$ cat config.mk
export PLATFORM = sky130hd
export DESIGN_NAME = cpu_writeback
export DESIGN_NICKNAME = d
export VERILOG_FILES = /design/src/rtl/cpu_writeback.sv
export SDC_FILE = /design/constraint.sdc
export NUM_CORES = 1
export LEC_CHECK = 0
export CORE_MARGIN = 8
export CORE_UTILIZATION = 40
export DETAILED_ROUTE_END_ITERATION = 16
export MAX_ROUTING_LAYER = met4
export PLACE_DENSITY = 0.73
export SLEW_MARGIN = 20
export SYNTH_ARGS = -nofsm -noshare
export SYNTH_HDL_FRONTEND = slang
export SYNTH_SLANG_ARGS = --single-unit
$ cat constraint.sdc
create_clock -name clk -period 2.1 [get_ports clk]
set_clock_uncertainty 0.2 [all_clocks]
set_input_delay 0.21 -clock clk [delete_from_list [all_inputs] [get_ports clk]]
set_output_delay 0.21 -clock clk [all_outputs]
set_load 0.01 [all_outputs]
$ cat src/rtl/cpu_writeback.sv
// Stage-5 writeback sequencer: turns one retire bundle into a run of stack
// commands (pop first, then up to two pushes) on the stack-update interface.
module cpu_writeback #(
  parameter int WIDTH = 35,
  parameter int POPW  = 11
) (
  input  logic             clk,
  input  logic             rst,
  input  logic             valid_4a,
  input  logic             kill_4a,
  input  logic [POPW-1:0]  st__to_pop_4a,
  input  logic [1:0]       c__to_push_4a,
  input  logic [WIDTH-1:0] res_4a,
  input  logic [WIDTH-1:0] aux_4a,
  output logic             busy_5a,
  output logic             st__pop_5a,
  output logic [POPW-1:0]  st__to_pop_5a,
  output logic             st__push_5a,
  output logic [WIDTH-1:0] st__to_push_5a,
  output logic [31:0]      retired_5a
);

  typedef enum logic [1:0] {IDLE, POP, PUSH_A, PUSH_B} state_t;

  state_t           state;
  state_t           state_nxt;
  logic [1:0]       code_q;
  logic [WIDTH-1:0] res_q;
  logic [WIDTH-1:0] aux_q;

  logic             accept;
  logic [1:0]       src_code;
  logic [WIDTH-1:0] src_res;
  logic [WIDTH-1:0] src_aux;
  logic             pop_nxt;
  logic [POPW-1:0]  pop_cnt_nxt;
  logic             push_nxt;
  logic [WIDTH-1:0] push_val_nxt;

  // Busy only when another command of the same bundle still follows this one.
  assign busy_5a = ((state == POP) && (code_q != 2'd0)) ||
                   ((state == PUSH_A) && code_q[1]);

  assign accept = valid_4a && !kill_4a && !busy_5a;

  always_comb begin
    src_code     = accept ? c__to_push_4a : code_q;
    src_res      = accept ? res_4a : res_q;
    src_aux      = accept ? aux_4a : aux_q;
    state_nxt    = IDLE;
    if (busy_5a) begin
      state_nxt = (state == POP) ? PUSH_A : PUSH_B;
    end else if (accept) begin
      if (st__to_pop_4a != '0) begin
        state_nxt = POP;
      end else if (c__to_push_4a != 2'd0) begin
        state_nxt = PUSH_A;
      end
    end

    // POP is only ever entered straight from an accept, so the count comes from the inputs.
    pop_nxt      = (state_nxt == POP);
    pop_cnt_nxt  = pop_nxt ? st__to_pop_4a : '0;
    push_nxt     = (state_nxt == PUSH_A) || (state_nxt == PUSH_B);
    push_val_nxt = '0;
    if (state_nxt == PUSH_A) begin
      push_val_nxt = (src_code == 2'd3) ? src_aux : src_res;
    end else if (state_nxt == PUSH_B) begin
      push_val_nxt = (src_code == 2'd3) ? src_res : src_aux;
    end
  end

  always_ff @(posedge clk) begin
    if (rst) begin
      state          <= IDLE;
      code_q         <= 2'd0;
      res_q          <= '0;
      aux_q          <= '0;
      st__pop_5a     <= 1'b0;
      st__to_pop_5a  <= '0;
      st__push_5a    <= 1'b0;
      st__to_push_5a <= '0;
      retired_5a     <= 32'd0;
    end else begin
      state          <= state_nxt;
      st__pop_5a     <= pop_nxt;
      st__to_pop_5a  <= pop_cnt_nxt;
      st__push_5a    <= push_nxt;
      st__to_push_5a <= push_val_nxt;
      if (accept) begin
        code_q     <= c__to_push_4a;
        res_q      <= res_4a;
        aux_q      <= aux_4a;
        retired_5a <= retired_5a + 32'd1;
      end
    end
  end

endmodule

* Word-level counts from Yosys, hierarchy flattened
Cells that the tools add are included.
W data, S select, Z words.
** Word-level totals
- Flip-flop bits (word level) :: 154
- Bits of input ports :: 87
- Word-level logic and storage cells :: 41
** Cells by class
- Add/sub/neg operators :: 1
- Eq/ne operators :: 6
- Mux-type cells :: 12
- Bitwise operators :: 1
- Reduce and logical (&&, ||, !) cells :: 12
** Operators by type and width (count)
- $mux W35 :: 6
- $add A32 B1 Y32 const B :: 1
- $reduce_bool A11 Y1 :: 1
- $mux W2 :: 5
- $eq A2 B2 Y1 const B :: 4
- $eq A2 B1 Y1 const B :: 2
- $logic_and A1 B1 Y1 :: 4
- $reduce_bool A2 Y1 :: 2
- $logic_not A1 Y1 :: 2
- $logic_or A1 B1 Y1 :: 2
- $reduce_or A2 Y1 :: 1
- $mux W1 :: 1
- $not A1 Y1 :: 1

* Logic depth before layout (Yosys ltp)
- Depth in word-level cells :: 10
- Gate-level depth with buffers :: 7

* Least setup slack after synthesis
OpenSTA, ideal clock, no wires.
- Path kind :: reg-to-reg
- Start :: reg code_q[1]
- End :: reg retired_5a[28]
- Library setup time :: 70 ps
- Arrival :: 1943 ps
- Required time :: 1830 ps
- Path slack :: -113 ps
- Stages on the path, launching flop included :: 6
- Buffers on the path :: 0
- Clock period less this slack :: 2213 ps
- Path through :: dfxtp_1 or2_2 a2111oi_4 nand4_4 or4_1 a21oi_1
** On the way
- Longest elaborated chain between the ends :: 5
- Elaborated cells between the ends (all ways) :: 6
** RTL lines
- start: declaration :: RTL line 27 : logic [1:0] code_q;
- start signal: assignment :: RTL line 91 : code_q <= c__to_push_4a;
- $reduce_bool A2 Y1 :: RTL line 41 : assign busy_5a = ((state == POP) && (code_q != 2'd0)) ||
- $logic_and A1 B1 Y1 :: RTL line 41
- $logic_or A1 B1 Y1 * :: RTL line 41
- $logic_not A1 Y1 * :: RTL line 44 : assign accept = valid_4a && !kill_4a && !busy_5a;
- $logic_and A1 B1 Y1 * :: RTL line 44
- end signal: assignment :: RTL line 94 : retired_5a <= retired_5a + 32'd1;
- end: declaration :: RTL line 20 : output logic [31:0] retired_5a
Mark *: on every way between the ends. The rest lies on a longest branch, timed or not.
A chain may end at the register's enable or synchronous reset.

* Worst setup path in the final report
- Start :: reg state[1]
- End :: reg st__to_push_5a[18]
** On the way
- Longest elaborated chain between the ends :: 10
- Elaborated cells between the ends (all ways) :: 20
** RTL lines
- start: declaration :: RTL line 25 : state_t state;
- start signal: assignment :: RTL line 85 : state <= state_nxt;
- $eq A2 B1 Y1 or $eq A2 B2 Y1 (tied branches) :: RTL line 41, 52, 42
- $logic_and A1 B1 Y1, on equally long branches :: RTL line 41, 42
- $logic_or A1 B1 Y1 :: RTL line 41
- $logic_not A1 Y1 :: RTL line 44
- $logic_and A1 B1 Y1 :: RTL line 44
- $mux W2, on equally long branches
- $eq A2 B2 Y1 or $mux W2 (tied branches) :: RTL line 67, 69, 51
- $mux W35 or $eq A2 B2 Y1 (tied branches) :: RTL line 69, 68
- $mux W35 :: RTL line 68 : end else if (state_nxt == PUSH_B) begin
- $mux W35 * :: RTL line 66 : if (state_nxt == PUSH_A) begin
- end signal: assignment :: RTL line 89 : st__to_push_5a <= push_val_nxt;
- end: declaration :: RTL line 19 : output logic [WIDTH-1:0] st__to_push_5a,
Marks and branches as above.

==> results.cfg <==
[routing]
wl_per_cell_um = 17.9
num_vias = 6064
drc = 0
drt_pass1_iterations = 5
drt_iter0_markers = 456
drtAntennaViolNets = 0
vias_per_cell = 5.20
drt_wl_total_mm = 20.9

[power_and_ir_drop]
switching_share_pct = 23.2
combPwrFrac_pct = 14.3
ir_drop_mv = 0.558
powerDensity_nw_per_um2 = 702
intPower_mw = 5.91
leakagePower_nw = 4.22
clock_power_share_pct = 45.9
p_switching_mw = 1.79
p_seq_share_pct = 39.8

[setup_path]
slowest_delay_ns = 0.36
path_cells = o21bai_4, o211ai_1, buf_4, buf_12, buf_12, mux2i_4, nand2_1, a32o_1
cp_max_fo = 8
path_class = flop to flop
endpoint_kind = flop
startpoint_type = flop
slowest_stage = dfxtp_4
crit_family = compound AO/OA/AOI/OAI gates
cp_num_buf_inv = 3
path_common_cell = buf_12
cp.required_ns = 2.21
critPathLaunch = state[1]
r2r-start = state[1]
crit_arrival_ns = 2.35

[clocking]
clk_pin_slew_ns = 0.06
clock_latency_ns = 0.42
cts_made_buffers = 17
cts_sinks = 154
h-tree-depth = 4
root_buffer = clkbuf_16
cts_tree = built
clk_path_buf_depth = 2

[grt]
grt_pass1_wl_mm = 30.2
grt_usage_pct = 19.4
antenna_found_initial = 1
grt-ovfl-total = 0
grt_pass1_vias = 5912
grt_max_degree = 47

[logic_synthesis]
synthTopCellsByArea = dfxtp_1 (48%), mux2i_1 (16%), nor2_1 (5.5%)
netlist_top_cells_count = dfxtp_1 (154), mux2i_1 (103), nor2_1 (93)
synth_nets = 758
ys_ff_latch = 154
async_flop_share_pct = 0
ys_seq_area_share_pct = 48.5
yosys_warnings = 0
syn_area_per_cell_um2 = 9.49
synth.distinct_cells = 46
syn_inst = 670
synthMostInstantiatedCell = dfxtp_1
synth_enable_flop_cells = 0
synth_top_cell_by_area = dfxtp_1
synth_area_um2 = 6360
yosys.area.top_type_share_pct = 48.5
synth_ff_type = dfxtp_1

[sta]
final_max_slew_viol_count = 0
hold_violations = 0
finalCriticalPeriod_ns = 2.24
setup_slack_ns = -0.138
relSlewSlack_pct = 65.5
post-route-period-util_pct = 107
fmax_ghz = 0.447
worst_slew_pin_slew_ns = 0.517
setup_viol = 43
tns_ns = -2.72
rsz0062_at_grt = yes

[worst_hold_path]
min_from = st__to_pop_4a[2]
hp-class = input port to flop

[final_layout]
layout-drive-gt1-share_pct = 27.7
fin_nets = 1024
final_util_pct = 69.8
area_growth_pct = 72.5
instances_no_fill = 1167
final_area_um2 = 11000

[floorplanning]
die_w_um = 142
start_util_pct = 40.5
die_y_um = 142
rows = 46
io_pins = 168
dieArea_um2 = 20200
core_area_um2 = 15700

[placement]
placedCellCount = 1106
hpwl_mm = 12.4
numPortBuffers = 167
pre_cts_ws_ns = -0.502
place_area_um2 = 8980
place.gp.congestion = 0.803

[run_status]
violations = negative setup slack
outcome = finished with violations

[run]
cap_violations = 0
[through the flow]
| step | hold WS (ns) | power [mW] |
|---|---|---|
| global route | 0.184 | 7.95 |
| CTS | 0.167 | 7.57 |
| floorplan | 0.132 | 3.46 |
| global placement | 0.260 | 3.86 |
| finish | 0.184 | 7.70 |
| detailed placement | 0.268 | 3.88 |
[metal layers]
| metal | GRT usage (%) | routed length (µm) | vias to the layer above |
|---|---|---|---|
| met1 | 22.2 | 8690 | 2923 |
| met5 | - | 0 | - |
| met3 | 5.64 | 1300 | 38 |
| li1 | - | - | 2895 |
| met2 | 31.5 | 10400 | 208 |
| met4 | 7.46 | 524 | 0 |
[cell type report]
class,instances,area [µm²]
well taps,216,270
multi-input cells,468,3950
fillers,1088,4750
clock inverters,14,241
flip-flops and latches,154,3100
diodes,2,5.00
repair buffers,289,2940
inverters,6,22.5
clock buffers,18,439
[layout by cell type, fill, tap and decap left out, types with 3 or more instances in the layout]
cell	Yosys	routed
inv_1	6	6
clkinv_4	0	3
buf_12	0	15
nor3_1	6	5
a21oi_2	0	6
buf_4	0	89
nor2_2	0	4
nand4_1	8	8
clkbuf_16	0	21
buf_16	0	3
clkdlybuf4s50_1	0	165
nor2_1	93	89
or3_1	11	7
o21ai_0	11	9
dfxtp_1	154	146
buf_6	1	11
xnor2_1	12	12
and4_1	6	4
mux2i_1	103	37
mux2i_4	0	56
bufinv_16	0	6
dfxtp_2	0	6
nand2_1	92	92
and2_1	13	13
or3_4	0	4
xor2_1	6	6
and3_1	5	5
mux2i_2	0	10
a21oi_1	22	16
nand3_1	13	12
nor4_1	6	6
a32o_1	34	34
[power by group through the flow]
stage / Combinational [mW] / Clock, mW / Sequential [mW]
6_report: 1.10 / 3.54 / 3.07
5_1_grt: 1.16 / 3.71 / 3.07
4_1_cts: 0.951 / 3.57 / 3.05
3_5_place_dp: 0.774 / 0 / 3.10
3_3_place_gp: 0.760 / 0 / 3.10
2_1_floorplan: 0.352 / 0 / 3.11
[logic make-up after synthesis]
group	Yosys count	share of synthesized area, %
flip-flops	154	48.5
multiplexers	104	16.4
XOR/XNOR	18	2.48
AO/OA/AOI/OAI	78	9.74
buffers and inverters	48	3.19
AND/OR/NAND/NOR	267	19.5
adder cells (fa/ha/maj)	1	0.197
[worst paths after layout]
path                        endpoint  slack, ns  cells past startpoint
hold reg to reg             aux_q[6]       0.29                      2
setup / recovery  st__to_push_5a[18]      -0.14                      8
setup reg to reg  st__to_push_5a[18]      -0.14                      8
hold / removal      st__to_pop_5a[2]       0.18                      2
[what timing repair did]
action | CTS | global route
gates cloned | 4 | 5
pin swaps | 17 | 20
resized for setup | 91 | 85
endpoints found under the hold margin | 24 | 0
hold buffers | 1 | 0
endpoints found under the setup margin | 80 | 87
setup buffers | 12 | 12
[flip-flops by register name, summed over array words and instances (netlist names)]
signal,flops
st__to_pop_5a,11
st__pop_5a,1
state,2
st__to_push_5a,35
retired_5a,32
st__push_5a,1
res_q,35
code_q,2
aux_q,35
Power figures use the tool's default switching activity.
